--- src/rtl/sha256_pkg.sv ---
// Shared widths, constants and the padder state type for the SHA-256 message padder.
package sha256_pkg;
  localparam int BLOCK_BITS = 512;
  localparam int WORD_BITS  = 32;
  localparam int LEN_BITS   = 64;
  localparam int WORDS      = BLOCK_BITS / WORD_BITS;
  localparam logic [7:0] PAD_BYTE = 8'h80;

  typedef enum logic [2:0] {
    S_FILL,
    S_EMIT,
    S_EMIT_PAD,
    S_EXTRA,
    S_FINAL
  } pad_state_e;

  // Byte counts above 4 mean a full word.
  function automatic logic [2:0] sat_bytes(input logic [2:0] n);
    return (n > 3'd4) ? 3'd4 : n;
  endfunction
endpackage

--- src/rtl/sha256_pad_word.sv ---
// Combinational per-word padding: keeps bytes 0..n-1, puts the pad byte at
// byte n and zeroes the bytes after it. n=4 passes the word through unchanged.
//   word_i : big-endian message word (byte 0 = word_i[31:24])
//   n_i    : number of valid bytes, 0..4
//   word_o : padded word
module sha256_pad_word
  import sha256_pkg::*;
(
  input  logic [WORD_BITS-1:0] word_i,
  input  logic [2:0]           n_i,
  output logic [WORD_BITS-1:0] word_o
);
  logic [0:3][7:0] bytes_in, bytes_out;

  assign bytes_in = word_i;
  assign word_o   = bytes_out;

  always_comb begin
    bytes_out = '0;
    for (int b = 0; b < 4; b++) begin
      if (3'(b) < n_i)       bytes_out[2'(b)] = bytes_in[2'(b)];
      else if (3'(b) == n_i) bytes_out[2'(b)] = PAD_BYTE;
    end
  end
endmodule

--- src/rtl/sha256_padder.sv ---
// SHA-256 message padder: packs 32-bit message words into 512-bit blocks,
// appends the 0x80 marker, zero fill and 64-bit bit length, and emits one
// or two final blocks depending on where the marker lands.
//   clk, reset            : clock, synchronous active-high reset
//   in_valid/in_ready     : message word handshake (in_data, in_last, in_bytes)
//   blk_valid/blk_ready   : block handshake (blk_data, blk_last)
module sha256_padder
  import sha256_pkg::*;
(
  input  logic                  clk,
  input  logic                  reset,
  input  logic                  in_valid,
  output logic                  in_ready,
  input  logic [WORD_BITS-1:0]  in_data,
  input  logic                  in_last,
  input  logic [2:0]            in_bytes,
  output logic                  blk_valid,
  input  logic                  blk_ready,
  output logic [BLOCK_BITS-1:0] blk_data,
  output logic                  blk_last
);
  pad_state_e                      state_q, state_d;
  logic [0:WORDS-1][WORD_BITS-1:0] blk_q, blk_d;
  logic [3:0]                      wc_q, wc_d;
  logic [LEN_BITS-1:0]             len_q, len_d;
  logic                            pad16_q, pad16_d; // marker spilled into the extra block

  logic [2:0]           n_eff;
  logic [WORD_BITS-1:0] pad_word;
  logic [4:0]           p;        // word index of the 0x80 marker (16 = next block)
  logic [LEN_BITS-1:0]  len_last;

  assign n_eff    = sat_bytes(in_bytes);
  assign p        = (n_eff == 3'd4) ? {1'b0, wc_q} + 5'd1 : {1'b0, wc_q};
  assign len_last = len_q + LEN_BITS'({n_eff, 3'b000});

  sha256_pad_word u_pad (
    .word_i (in_data),
    .n_i    (n_eff),
    .word_o (pad_word)
  );

  // Outputs are straight from registers; blk_data never sees in_* or blk_ready.
  assign in_ready  = (state_q == S_FILL);
  assign blk_valid = (state_q == S_EMIT) || (state_q == S_EMIT_PAD) || (state_q == S_FINAL);
  assign blk_last  = (state_q == S_FINAL);
  assign blk_data  = blk_q;

  always_comb begin
    state_d = state_q;
    blk_d   = blk_q;
    wc_d    = wc_q;
    len_d   = len_q;
    pad16_d = pad16_q;
    case (state_q)
      S_FILL: if (in_valid) begin
        if (!in_last) begin
          blk_d[wc_q] = in_data;
          len_d       = len_q + 64'd32;
          wc_d        = wc_q + 4'd1;
          if (wc_q == 4'd15) state_d = S_EMIT;
        end else begin
          blk_d[wc_q] = pad_word;
          len_d       = len_last;
          wc_d        = '0;
          pad16_d     = (p == 5'd16);
          // A full last word pushes the marker into the following word.
          if (n_eff == 3'd4 && wc_q != 4'd15) blk_d[wc_q + 4'd1] = {PAD_BYTE, 24'h0};
          if (p <= 5'd13) begin
            blk_d[14] = len_last[63:32];
            blk_d[15] = len_last[31:0];
            state_d   = S_FINAL;
          end else begin
            state_d = S_EMIT_PAD;
          end
        end
      end
      S_EMIT: if (blk_ready) begin
        blk_d   = '0;
        wc_d    = '0;
        state_d = S_FILL;
      end
      S_EMIT_PAD: if (blk_ready) state_d = S_EXTRA;
      S_EXTRA: begin
        blk_d = '0;
        if (pad16_q) blk_d[0] = {PAD_BYTE, 24'h0};
        blk_d[14] = len_q[63:32];
        blk_d[15] = len_q[31:0];
        state_d   = S_FINAL;
      end
      S_FINAL: if (blk_ready) begin
        blk_d   = '0;
        wc_d    = '0;
        len_d   = '0;
        pad16_d = 1'b0;
        state_d = S_FILL;
      end
      default: state_d = S_FILL;
    endcase
  end

  always_ff @(posedge clk) begin
    if (reset) begin
      state_q <= S_FILL;
      blk_q   <= '0;
      wc_q    <= '0;
      len_q   <= '0;
      pad16_q <= 1'b0;
    end else begin
      state_q <= state_d;
      blk_q   <= blk_d;
      wc_q    <= wc_d;
      len_q   <= len_d;
      pad16_q <= pad16_d;
    end
  end
endmodule

--- config.mk ---
export PLATFORM = sky130hd
export DESIGN_NAME = sha256_padder
export DESIGN_NICKNAME = d
export VERILOG_FILES = /design/src/rtl/sha256_pkg.sv /design/src/rtl/sha256_pad_word.sv /design/src/rtl/sha256_padder.sv
export SDC_FILE = /design/constraint.sdc
export NUM_CORES = 1
export LEC_CHECK = 0
export CORE_MARGIN = 3
export CORE_UTILIZATION = 30
export DETAILED_ROUTE_END_ITERATION = 12
export GPL_TIMING_DRIVEN = 0
export PLACE_DENSITY = 0.65
export REMOVE_ABC_BUFFERS = 1
export SLEW_MARGIN = 20
export SYNTH_ARGS = -nofsm -noshare
export SYNTH_HDL_FRONTEND = slang
export SYNTH_SLANG_ARGS = --single-unit
--- constraint.sdc ---
create_clock -name clk -period 3.18 [get_ports clk]
set_input_delay 0.318 -clock clk [delete_from_list [all_inputs] [get_ports clk]]
set_output_delay 0.318 -clock clk [all_outputs]
set_load 0.005 [all_outputs]
# Word-level counts from Yosys, hierarchy flattened
# Cells that the tools add are included.
dict set report word_totals {
  ff_bits 584
  elab_cells 106
  input_bits 40
}
dict set report classes {
  muxes 38
  bitwise_logic 5
  reduce_logical 16
  eq_ne 15
  n_lt_le_gt_ge 8
  add_sub_neg 4
}
# cell count
set op_table {}
lappend op_table {{512-bit two-way mux} 4}
lappend op_table {{512-bit case mux with 3 select lines} 1}
lappend op_table {{512-bit bitwise mux} 2}
lappend op_table {{496-bit AND} 1}
lappend op_table {{496-bit NOT} 1}
lappend op_table {{32-bit demux with 4-bit select} 2}
lappend op_table {{64-bit two-way mux} 4}
lappend op_table {{64-bit case mux with 2 select lines} 1}
lappend op_table {{32-bit two-way mux} 3}
lappend op_table {{64-bit by 6-bit adder with 64-bit output} 1}
lappend op_table {{64-bit by 6-bit adder with 64-bit output (second input constant)} 1}
lappend op_table {{8-bit two-way mux} 4}
lappend op_table {{3-bit two-way mux} 7}
lappend op_table {{16-bit OR} 1}
lappend op_table {{4-bit two-way mux} 3}
lappend op_table {{3-bit case mux with 4 select lines} 1}
lappend op_table {{5-bit greater-or-equal comparator (second input constant)} 2}
lappend op_table {{5-bit by 1-bit less-than comparator with 1-bit output (second input constant)} 2}
lappend op_table {{4-bit NOT with 5-bit output} 2}
lappend op_table {{3-bit AND reduction} 3}
lappend op_table {{4-bit case mux with 2 select lines} 1}
lappend op_table {{4-bit AND reduction} 2}
lappend op_table {{3-bit by 2-bit equality test with 1-bit output (second input constant)} 2}
lappend op_table {{3-bit equality test (second input constant)} 2}
lappend op_table {{other kinds (22)} 33}

# Depth between registers and ports, before layout
dict set report depth {
  ltp_word 13
  depth_mapped 14
  mapped_depth_nobuf 10
}

# By module
# From an unflattened synthesis, not the netlist that was laid out.
dict set report hier_totals {
  hier_cells 3431
  hier_area_um2 27899.3
}
# mod cells_per_inst area_per_inst_um2 n_inst seq_area_each_um2
set by_module_without_submodules {}
lappend by_module_without_submodules {sha256_padder 3396 27626.5 1 11631.2}
lappend by_module_without_submodules {sha256_pad_word 35 272.8 1 0.0}

# Least setup slack after synthesis
# OpenSTA, ideal clock, no wires.
dict set report synth_path {
  kind {in2reg}
  startpoint {input in_bytes[2]}
  endpoint {register blk_q (netlist bit blk_data[47])}
  setup_ps 137
  n_path_buf 4
  arrival_ps 3079
  path_slack_ps -36
  path_stages 14
  path_cell_list {clkbuf_1 > clkbuf_1 > nor2b_1 > ha_1 > inv_1 > fa_1 > nor2b_1 > clkbuf_1 > o2111ai_2 > or4b_1 > clkbuf_1 > a211o_1 > o31ai_1 > a2111oi_2}
}
dict set report synth_between {
  elab_chain_len 9
}
# element line
set synth_lines {}
lappend synth_lines {{from (decl)} sha256_padder.sv:16} ;# input logic [2:0] in_bytes,
lappend synth_lines {{3-bit > comparator} sha256_pkg.sv:19} ;# return (n > 3'd4) ? 3'd4 : n;
lappend synth_lines {{3-bit two-way mux (*)} sha256_pkg.sv:19}
lappend synth_lines {{branches (longest 3 deep; another with 64-bit by 6-bit adder with 64-bit output)} -}
lappend synth_lines {{64-bit two-way mux (*)} sha256_padder.sv:69} ;# if (p <= 5'd13) begin
lappend synth_lines {{512-bit two-way mux (*)} sha256_padder.sv:57} ;# if (!in_last) begin
lappend synth_lines {{512-bit two-way mux (*)} sha256_padder.sv:56} ;# S_FILL: if (in_valid) begin
lappend synth_lines {{512-bit case mux with 3 select lines (*)} sha256_padder.sv:55} ;# case (state_q)
lappend synth_lines {{to (signal assigned)} sha256_padder.sv:111} ;# blk_q <= blk_d;
lappend synth_lines {{to (decl)} sha256_padder.sv:23} ;# logic [0:WORDS-1][WORD_BITS-1:0] blk_q, blk_d;
# Mark *: on every way between the ends. The select of a mux whose other input is x is not followed.
# A chain may end at the register's enable or synchronous reset.

# Final worst setup path
dict set report layout_path {
  startpoint {register state_q[0]}
  endpoint {register blk_q (netlist bit blk_data[455])}
}
dict set report layout_between {
  elab_chain_len 4
}
# element line
set layout_lines {}
lappend layout_lines {{from (decl)} sha256_padder.sv:22} ;# pad_state_e state_q, state_d;
lappend layout_lines {{from (signal assigned)} sha256_padder.sv:110} ;# state_q <= state_d;
lappend layout_lines {{3-bit equality test / 3-bit by 1-bit equality test with 1-bit output (equally long branches)} sha256_padder.sv:55}
lappend layout_lines {{2-bit OR reduction (no source line)} -}
lappend layout_lines {{2-bit by 1-bit != test with 1-bit output (no source line) / 3-bit nonzero test (equally long branches)} -}
lappend layout_lines {{3-bit AND reduction (no source line)} -}
# Parallel ways exist; a longest one is shown, timed or not.

==> impl_metrics.tcl <==
set metrics [dict create \
    antenna_left 0 \
    final_common_cell "dfxtp_1" \
    drtPass1Iterations 8 \
    endpoint_kind "flip-flop" \
    finalCritPeriodShare_pct 97.5 \
    syn_inst 3435 \
    rsz0062_at_grt "yes" \
    grt_pass1_wl_um 192000 \
    synth-edff-count 0 \
    ys_seq_area_share_pct 43.5 \
    fin_crit_ps 3100 \
    total_power_w 0.0178 \
    cts_htree_levels 3 \
    coreArea_um2 87600 \
    die_x_um 305 \
    globalRouteTotalUtil_pct 27.5 \
    routed-via-count 29375 \
    n_fill_cell 8586 \
    maxCapViolCount 0 \
    synth_area_um2 26800 \
    nets 3870 \
    path_cells "nand2b_1, o211ai_1, buf_6, buf_4, buf_4, o21ai_4, buf_12, a22oi_1, nor2_1" \
    crit_arrival_ps 3570 \
    leakage_nw 12.0 \
    whs_ps 155 \
    synth_ff_type "dfxtp_1" \
    dp_slack_ps -1320 \
    antenna_found_initial 6 \
    ys_ff_latch 581 \
    place_congestion 0.966 \
    worstSetupPathType "reg2reg" \
    cts.clk_slew.worst_paths_ps 60 \
    whs_endpoint "blk_data[294]" \
    hold_start "reset" \
    critPathRequiredTime_ps 3650 \
    wl_per_cell_um 27.0 \
    rows 108 \
    r2r-start "state_q[0]" \
    grt.overflow.total 0 \
    syn2layout_area_growth_pct 39.6 \
    drv_slew 0 \
    cts-hold-fix-buffers 0 \
    setup_viol 0 \
    reg2reg_depth 9 \
    vias_per_cell 5.84 \
    cts_max_path_buffers 3 \
    cp_common_cell "buf_4" \
    root_buffer "clkbuf_16" \
    slowest_stage "o211ai_1" \
    layout-drive-gt1-share_pct 9.71 \
    r2r_slack_ps 80 \
    die_y_um 305 \
    skew_ps 38.0 \
    critPathLaunchType "flip-flop" \
    clk-insertion-delay-late_ps 630 \
    port_buffers 554 \
    grt_max_degree 115 \
    start_util_pct 30.6 \
    cts_made_buffers 69 \
    min_path_type "in2reg" \
    hpwl_um 96300 \
    boundaryPins 555 \
    yosys.cell_types.count 90 \
    layout_common_cells "dfxtp_1, clkdlybuf4s50_1, nand2_1" \
    min_path_cells 2 \
    finalWirelength_um 136000 \
    synth.avg_cell_area_um2 7.79 \
    power_per_cell_area_nw_per_um2 476 \
    max_freq_mhz 322 \
    worst_pin_slew_ps 1240 \
    crit_path_max_fanout 22 \
    outcome "finished, final reports clean" \
    die-area_um2 92800 \
    yosys_warnings 0 \
    timing.final.ws_setup_ps 79.0 \
    r2r-end "blk_data[455]" \
    drt_iter0_drc 3706 \
    cts.sinks 581 \
    drc 0 \
    cpPeakStageDelay_ps 690 \
    fin_util_pct 42.7 \
    peakVddDrop_uv 352 \
    synth-async-reset-ratio_pct 0 \
    cts_tree "yes" \
    finalHoldViolations 0 \
    relSlewSlack_pct 16.9 \
    grt_pass1_vias 26949 \
]
==> worst max-delay path by stage <==
stage | from | to | slack, ps | cells past startpoint
6_report | state_q[0] | blk_data[455] | 80 | 9
2_1_floorplan | state_q[2] | blk_data[34] | -3270 | 6
4_1_cts | in_bytes[0] | blk_data[31] | 10 | 11
3_3_place_gp | reset | blk_data[375] | -24550 | 4
3_5_place_dp | in_bytes[2] | blk_data[51] | -1320 | 11
5_1_grt | wc_q[3] | blk_data[489] | -10 | 10
==> flip-flops by register name, indices dropped and copies added, names as in the netlist <==
register and flops:
blk_data 512, len_q 61, pad16_q 1, state_q 3, wc_q 4
==> worst max-delay path: cells and delay by family (launching register included) <==
family          cells  cell delay (ps)
buf+inv             4              840
flops               1              590
simple gates        2              440
compound gates      3             1050
==> power breakdown <==
group	total, W	leakage (nW)	internal, W	switching (W)
Combinational	0.00236	6.21	0.000770	0.00159
Clock	0.00795	1.11	0.00450	0.00345
Sequential	0.00748	4.69	0.00738	0.0000990
==> through the flow <==
stage / instance area, um2 / setup TNS, ps / instances
final: 37400 / 0 / 5030
after global routing: 37400 / -12.5 / 5029
after CTS: 37100 / 0 / 5011
after detailed placement: 34600 / -288620 / 4880
after global placement: 32400 / -7959090 / 4790
after floorplan: 25400 / -737660 / 3081
==> routing by layer <==
metal  track usage (%)  vias up  part of all wire [%]
met3              6.40      378                   9.3
met5                 0        -                     0
met1              35.1    14182                    40
li1                  -    13177                     -
met4              15.6        0                   6.6
met2              42.6     1638                    44
==> cell type report <==
cell class | count | area [um2] | area share (%)
repair buffers | 664 | 7340 | 19.7
clock buffers | 102 | 1990 | 5.33
diodes | 2 | 5.00 | 0.0134
clock inverters | 22 | 293 | 0.784
multi-input cells | 2476 | 14500 | 38.9
flip-flops and latches | 581 | 11600 | 31.2
well taps | 1155 | 1450 | 3.87
inverters | 28 | 109 | 0.291
==> Yosys cell counts (9+ instances only) <==
cell,number,share of area [%]
a211oi_1,17,0.48
a21boi_0,18,0.50
a21o_1,9,0.25
a21oi_1,337,6.3
a221oi_1,35,1.1
a22oi_1,264,7.4
a311oi_1,21,0.69
a31oi_1,67,1.6
and2_1,20,0.47
and3_1,17,0.40
and4_1,14,0.46
buf_1,15,0.21
buf_2,28,0.52
clkbuf_1,302,4.2
dfxtp_1,581,43
ha_1,9,0.42
inv_1,27,0.38
mux2i_1,9,0.34
nand2_1,461,6.5
nand3_1,82,1.5
nand4_1,45,1.1
nor2_1,346,4.9
nor2b_1,44,1.0
nor3_1,63,1.2
nor4_1,36,0.84
o211ai_1,24,0.67
o21a_1,12,0.34
o21ai_0,320,6.0
o31a_1,9,0.29
or3_1,21,0.49
or4_1,12,0.34
xnor2_1,22,0.72
xor2_1,12,0.39
==> logic make-up (layout without fill, tap and decap cells) <==
| kind of cell | count (synthesis) | count (layout) | share of synthesized area (%) |
|---|---|---|---|
| and+or+nand+nor | 1207 | 1209 | 20.7 |
| adders and majority gates | 10 | 10 | 0.495 |
| AOI/OAI and AO/OA | 1207 | 1209 | 28.1 |
| DFF | 581 | 581 | 43.5 |
| xor gates and xnor gates | 34 | 34 | 1.11 |
| other | 0 | 2 | 0 |
| buffers and inverters | 382 | 816 | 5.62 |
| muxes | 14 | 14 | 0.547 |
==> timing repair <==
item / CTS / global route
pin swaps: 3 / 6
resized for setup: 36 / 31
setup buffers: 5 / 14
endpoints found under the setup margin: 485 / 150
cloned: 2 / 2
No activity file was read; power rests on OpenSTA's default activity.
